`config.mk`:
```
export PLATFORM = sky130hd
export DESIGN_NAME = match_sequencer
export DESIGN_NICKNAME = d
export VERILOG_FILES = /design/src/rtl/match_sequencer.sv
export SDC_FILE = /design/constraint.sdc
export NUM_CORES = 1
export LEC_CHECK = 0
export CORE_ASPECT_RATIO = 0.9
export CORE_MARGIN = 2
export CORE_UTILIZATION = 56
export CTS_BUF_LIST = sky130_fd_sc_hd__clkbuf_16
export CTS_CLUSTER_DIAMETER = 50
export CTS_CLUSTER_SIZE = 14
export DETAILED_ROUTE_END_ITERATION = 8
export GPL_ROUTABILITY_DRIVEN = 0
export PLACE_DENSITY_LB_ADDON = 0.25
export SYNTH_ARGS = -nofsm -noshare
export SYNTH_HDL_FRONTEND = slang
export SYNTH_SLANG_ARGS = --single-unit
```
`constraint.sdc`:
```
create_clock -name clock -period 3.7 [get_ports clock]
set_input_delay 0.37 -clock clock [delete_from_list [all_inputs] [get_ports clock]]
set_output_delay 0.37 -clock clock [all_outputs]
set_load 0.05 [all_outputs]
```
`src/rtl/match_sequencer.sv`:
```
// match_sequencer: match-level controller sequencing IDLE/COUNTDOWN/PLAY/GAME_OVER,
// detecting blast-zone KOs, respawning players through their physics coprocessors,
// tracking stocks and declaring the winner.
//
// Ports:
//   clock                        master clock
//   reset                        asynchronous, active-low
//   start                        start button (level); the FSM acts on its rising edge
//   position_p1/p2 [31:0]        {x[31:16], y[15:0]}, both signed
//   phys_reset_p1/p2             active-high reset to each coprocessor
//   freeze_p1/p2                 drives each coprocessor's freeze_in
//   attack_en_p1/p2              high while the player can receive hits
//   stocks_p1/p2 [2:0]           remaining stocks
//   phase [1:0]                  00 IDLE, 01 COUNTDOWN, 10 PLAY, 11 GAME_OVER
//   winner [1:0]                 00 none, 01 P1, 10 P2, 11 draw
//
// Optional feature: define INVINCIBLE_EN to add a SHIELD state after FROZEN in
// which the player moves but cannot be hit for INVINC_CYCLES clocks.
module match_sequencer #(
    parameter int STOCKS        = 3,
    parameter int COUNT_CYCLES  = 50000000,
    parameter int RESET_CYCLES  = 4,
    parameter int FREEZE_CYCLES = 25000000,
    parameter int INVINC_CYCLES = 50000000,
    parameter int BLAST_L       = -32,
    parameter int BLAST_R       = 672,
    parameter int BLAST_B       = -32,
    parameter int BLAST_T       = 512
) (
    input  logic        clock,
    input  logic        reset,
    input  logic        start,
    input  logic [31:0] position_p1,
    input  logic [31:0] position_p2,
    output logic        phys_reset_p1,
    output logic        phys_reset_p2,
    output logic        freeze_p1,
    output logic        freeze_p2,
    output logic        attack_en_p1,
    output logic        attack_en_p2,
    output logic [2:0]  stocks_p1,
    output logic [2:0]  stocks_p2,
    output logic [1:0]  phase,
    output logic [1:0]  winner
);
    localparam int M0 = COUNT_CYCLES > RESET_CYCLES ? COUNT_CYCLES : RESET_CYCLES;
    localparam int M1 = FREEZE_CYCLES > INVINC_CYCLES ? FREEZE_CYCLES : INVINC_CYCLES;
    localparam int MAXC = M0 > M1 ? M0 : M1;
    localparam int CB = $clog2(MAXC + 1);
    localparam int CW = CB < 26 ? 26 : CB;
    localparam logic signed [15:0] BL = 16'(BLAST_L);
    localparam logic signed [15:0] BR = 16'(BLAST_R);
    localparam logic signed [15:0] BB = 16'(BLAST_B);
    localparam logic signed [15:0] BT = 16'(BLAST_T);

    typedef enum logic [1:0] {IDLE = 2'b00, COUNTDOWN = 2'b01, PLAY = 2'b10, GAME_OVER = 2'b11} phase_t;
    typedef enum logic [1:0] {ALIVE, KO, FROZEN, SHIELD} pstate_t;

    phase_t        phase_q, phase_d;
    logic [CW-1:0] mcnt_q, mcnt_d;
    logic          start_q;
    logic [1:0]    win_q, win_d;
    pstate_t       ps_q [2];
    pstate_t       ps_d [2];
    logic [CW-1:0] pc_q [2];
    logic [CW-1:0] pc_d [2];
    logic [2:0]    stk_q [2];
    logic [2:0]    stk_d [2];
    logic          pr_q [2];
    logic          pr_d [2];
    logic          fr_q [2];
    logic          fr_d [2];
    logic          at_q [2];
    logic          at_d [2];
    logic [31:0]   pos [2];
    logic          oob [2];
    logic          start_rise;

    assign pos[0] = position_p1;
    assign pos[1] = position_p2;
    assign start_rise = start & ~start_q;

    always_comb begin
        phase_d = phase_q;
        mcnt_d  = mcnt_q;
        win_d   = win_q;
        for (int i = 0; i < 2; i++) begin
            oob[i] = $signed(pos[i][31:16]) < BL || $signed(pos[i][31:16]) > BR ||
                     $signed(pos[i][15:0]) < BB || $signed(pos[i][15:0]) > BT;
            stk_d[i] = stk_q[i];
            ps_d[i]  = ps_q[i];
            pc_d[i]  = pc_q[i];
            if (phase_q == PLAY) begin
                // SHIELD only blocks hits, so a blast-zone exit there still costs a stock
                if (oob[i] && (ps_q[i] == ALIVE || ps_q[i] == SHIELD)) begin
                    stk_d[i] = stk_q[i] == 3'd0 ? 3'd0 : stk_q[i] - 3'd1;
                    ps_d[i]  = KO;
                    pc_d[i]  = CW'(RESET_CYCLES - 1);
                end else if (ps_q[i] != ALIVE && pc_q[i] != '0) begin
                    pc_d[i] = pc_q[i] - 1'b1;
                end else if (ps_q[i] == KO) begin
                    ps_d[i] = FROZEN;
                    pc_d[i] = CW'(FREEZE_CYCLES - 1);
                end else if (ps_q[i] == FROZEN) begin
`ifdef INVINCIBLE_EN
                    ps_d[i] = SHIELD;
                    pc_d[i] = CW'(INVINC_CYCLES - 1);
`else
                    ps_d[i] = ALIVE;
`endif
                end else if (ps_q[i] == SHIELD) begin
                    ps_d[i] = ALIVE;
                end
            end
        end
        case (phase_q)
            IDLE: begin
                if (start_rise) begin
                    phase_d = COUNTDOWN;
                    mcnt_d  = CW'(COUNT_CYCLES - 1);
                end
            end
            COUNTDOWN: begin
                if (mcnt_q == '0) phase_d = PLAY;
                else mcnt_d = mcnt_q - 1'b1;
            end
            PLAY: begin
                // game ends on the same edge as the final KO; bit1 = P1 out, bit0 = P2 out
                if (stk_d[0] == 3'd0 || stk_d[1] == 3'd0) begin
                    phase_d = GAME_OVER;
                    win_d   = {stk_d[0] == 3'd0, stk_d[1] == 3'd0};
                end
            end
            default: begin
                if (start_rise) begin
                    phase_d  = IDLE;
                    win_d    = 2'b00;
                    stk_d[0] = 3'(STOCKS);
                    stk_d[1] = 3'(STOCKS);
                end
            end
        endcase
        for (int i = 0; i < 2; i++) begin
            // outside PLAY the per-player FSM parks in ALIVE, which also drops a final KO
            if (phase_d != PLAY) begin
                ps_d[i] = ALIVE;
                pc_d[i] = '0;
            end
            pr_d[i] = phase_d == IDLE || (phase_d == PLAY && ps_d[i] == KO);
            fr_d[i] = phase_d != PLAY || ps_d[i] == KO || ps_d[i] == FROZEN;
            at_d[i] = phase_d == PLAY && ps_d[i] == ALIVE;
        end
    end

    always_ff @(posedge clock or negedge reset) begin
        if (!reset) begin
            phase_q <= IDLE;
            mcnt_q  <= '0;
            start_q <= 1'b0;
            win_q   <= 2'b00;
            for (int i = 0; i < 2; i++) begin
                ps_q[i]  <= ALIVE;
                pc_q[i]  <= '0;
                stk_q[i] <= 3'(STOCKS);
                pr_q[i]  <= 1'b1;
                fr_q[i]  <= 1'b1;
                at_q[i]  <= 1'b0;
            end
        end else begin
            phase_q <= phase_d;
            mcnt_q  <= mcnt_d;
            start_q <= start;
            win_q   <= win_d;
            for (int i = 0; i < 2; i++) begin
                ps_q[i]  <= ps_d[i];
                pc_q[i]  <= pc_d[i];
                stk_q[i] <= stk_d[i];
                pr_q[i]  <= pr_d[i];
                fr_q[i]  <= fr_d[i];
                at_q[i]  <= at_d[i];
            end
        end
    end

    assign phase         = phase_q;
    assign winner        = win_q;
    assign stocks_p1     = stk_q[0];
    assign stocks_p2     = stk_q[1];
    assign phys_reset_p1 = pr_q[0];
    assign phys_reset_p2 = pr_q[1];
    assign freeze_p1     = fr_q[0];
    assign freeze_p2     = fr_q[1];
    assign attack_en_p1  = at_q[0];
    assign attack_en_p2  = at_q[1];
endmodule

```
==> results.toml <==
[detailed_routing]
drt_iter0_markers = 462
drt-total-wl_um = 15960
vias = 5946
viasPerCell = 6.428
dr.pass1.iters = 5
ant_nets = 0
post_drt_wl_per_cell_um = 17.25
drc = 0

[setup_path]
reg2reg_from = "pc_q[26]"
cp_num_buf_inv = 2
crit_path_start = "position_p1[28]"
critPathKind = "in -> reg"
max_stage_delay_ps = 520
cpMaxStageDelayCell = "or4_1"
cp_data_required_time_ps = 3970
cp_top_family = "compound AO/OA/AOI/OAI gates"
crit_arrival_ps = 3420
worstSetupStartpointType = "primary input"
endpoint_kind = "register"
path_cells = "clkdlybuf4s50_1 > or4_1 > a2111oi_0 > a311o_1 > and2_1 > a2111o_1 > o2111a_2 > nand2_4 > buf_4 > a21oi_1"
path_max_fanout = 45

[pwr]
power_density_mw_per_mm2 = 491.7
p_leak_nw = 2.931
ir_drop_v = 0.0003469

[finish]
antennaDiodeCount = 0
drive_gt1_share_pct = 7.915
layout.nets = 871
synthToLayoutAreaGrowth_pct = 21.07
final_cell_area_mm2 = 0.007291

[yosys]
synth_common_cells = "96 x nor2_1, 91 x dfrtp_1, 63 x a21oi_1"
synth_ff_type = "dfrtp_1"
netlist.area_leader.share_pct = 37.81
synthTopCellsByArea = "dfrtp_1 38%, nor2_1 6.0%, a21oi_1 5.2%"
synth.avg_cell_area_um2 = 8.434
syn_area_mm2 = 0.006022
synth_top_area_cell = "dfrtp_1"
async_reset_ff_share_pct = 100.0
ys_seq_elements = 99
yosys_warnings = 0
synthesis.nets = 794
synth-edff-count = 0
synth.most_common_cell = "nor2_1"
seq_area_frac_synth_pct = 41.30
ys_types = 73
synth_cells = 714

[placed_design]
port_buffers = 82
dp_hpwl_um = 11250
placed_area_mm2 = 0.006973

[cts]
root_buffer = "clkbuf_16"
numCtsBuffers = 9
insertion_delay_ps = 350
post-cts-setup-buffers = 0
cts_resized = 0
cts_tree = "done"
h-tree-depth = 3
clkTransAtPathRegs_ps = 70
cts.path.max_buffers = 2
cts_num_sinks = 99
hold_buffers = 0

[global_routing]
antenna_found_initial = 0
grt_overflow = 0
grt_max_degree = 85
grt_pass1_wl_um = 26880
grt_pass1_vias = 5751
track_usage_pct = 28.46

[die]
die_area_mm2 = 0.01160
initial_core_util_pct = 58.27
coreArea_mm2 = 0.01033
die_h_um = 102.4
placementRows = 35
io_pins = 83
die-width_um = 113.3

[sta]
fin_crit_ps = 3157
worst_slew_pin_slew_ps = 1082
fin_setup_tns_ps = 0
rsz0062_at_grt = "no"
setup_viol = 0
hold_violations = 0
slew_headroom_pct = 27.90
max_freq_mhz = 316.7
slew_viol_final = 0
min_period_over_period_pct = 85.33
finClkSkew_ps = 9.834

[outcome]
status = "complete, no violations"

[hold_path]
hold_class = "in -> async"

[job]
cap_viol_max_count = 0
## worst reg2reg max path, stage by stage, from the launching register on
cell and delay, ps:
dfrtp_1 430, inv_1 130, ha_1 200, nor3b_1 390
and4_1 350, nand2b_1 140, or4_1 490, nor4_1 370
o21ai_1 80, nor2b_1 160, a311oi_1 260
## flip-flops by register name (all words and copies together), names as in the netlist
register       flops
pc_q              52
mcnt_q            26
ps_q               4
stocks_p1          3
stocks_p2          3
phase              2
winner             2
attack_en_p1       1
attack_en_p2       1
freeze_p1          1
freeze_p2          1
phys_reset_p1      1
phys_reset_p2      1
start_q            1
## stage by stage
step	total power [mW]	utilization (%)	hold WS [ps]	std cells	setup WS (ps)
finish	3.585	70.54	229.3	925	542.7
global route	3.750	70.54	305.8	925	286.9
CTS	3.585	70.54	268.2	925	551.0
detailed placement	2.570	67.47	497.6	909	214.2
global placement	2.533	67.47	487.5	909	315.4
floorplan	2.143	-	74.41	714	1050
## worst paths after layout
check	endpoint	cells past startpoint	slack, ps
max	pc_q[9]	10	540
min	mcnt_q[22]	1	230
max reg2reg	pc_q[50]	10	600
min reg2reg	mcnt_q[0]	1	520
max in group asynchronous	pc_q[29]	2	2730
min in group clock	start_q	1	500
## where the power goes
| part | total [mW] | internal [mW] | switching, mW | leakage, nW |
|---|---|---|---|---|
| Clock | 1.01 | 0.592 | 0.421 | 0.153 |
| Combinational | 1.24 | 0.422 | 0.813 | 1.52 |
| Sequential | 1.34 | 1.22 | 0.116 | 1.26 |
| Total | 3.58 | 2.23 | 1.35 | 2.93 |
## placed cells by master, fill, tap and decap left out, types with 8 or more instances in the layout
cell type and count:
nor2_1 96, dfrtp_1 91, clkdlybuf4s50_1 81, a21oi_1 63
nand2_1 61, nor3_1 51, nand3_1 30, o21ai_0 30
buf_4 18, inv_1 17, nor4_1 17, or3_1 17
nand4_1 16, or4_1 15, ha_1 13, xnor2_1 12
a31oi_1 11, xor2_1 11, clkbuf_16 9, o22ai_1 8
dfstp_2 8
## cell type report
class | instances | area [um^2]
Inverter | 16 | 60.06
Tap cell | 129 | 161.4
Clock inverter | 7 | 92.59
Multi-Input combinational cell | 566 | 3318
Fill cell | 796 | 3044
Sequential cell | 99 | 2487
Clock buffer | 9 | 225.2
Timing Repair Buffer | 99 | 945.9
## cell families (layout without fill, tap and decap cells)
kind of cell | after synthesis | in the layout | share of synthesized area (%)
adders and majority gates | 13 | 13 | 2.701
buffers and inverters | 49 | 131 | 3.594
AOI/OAI and AO/OA | 178 | 178 | 19.26
DFF | 99 | 99 | 41.30
xor gates and xnor gates | 23 | 23 | 3.345
and+or+nand+nor | 352 | 352 | 29.79
## metal layers
layer  vias to the layer above  routed length [um]  GRT usage [%]
li1                       2787                   -              -
met1                      2853                6886          36.13
met2                       271                7716          49.33
met3                        35                1099          6.524
met4                         0                 252          8.161
met5                         -                   0              0
Note: power is estimated with default switching activity, not from simulation.
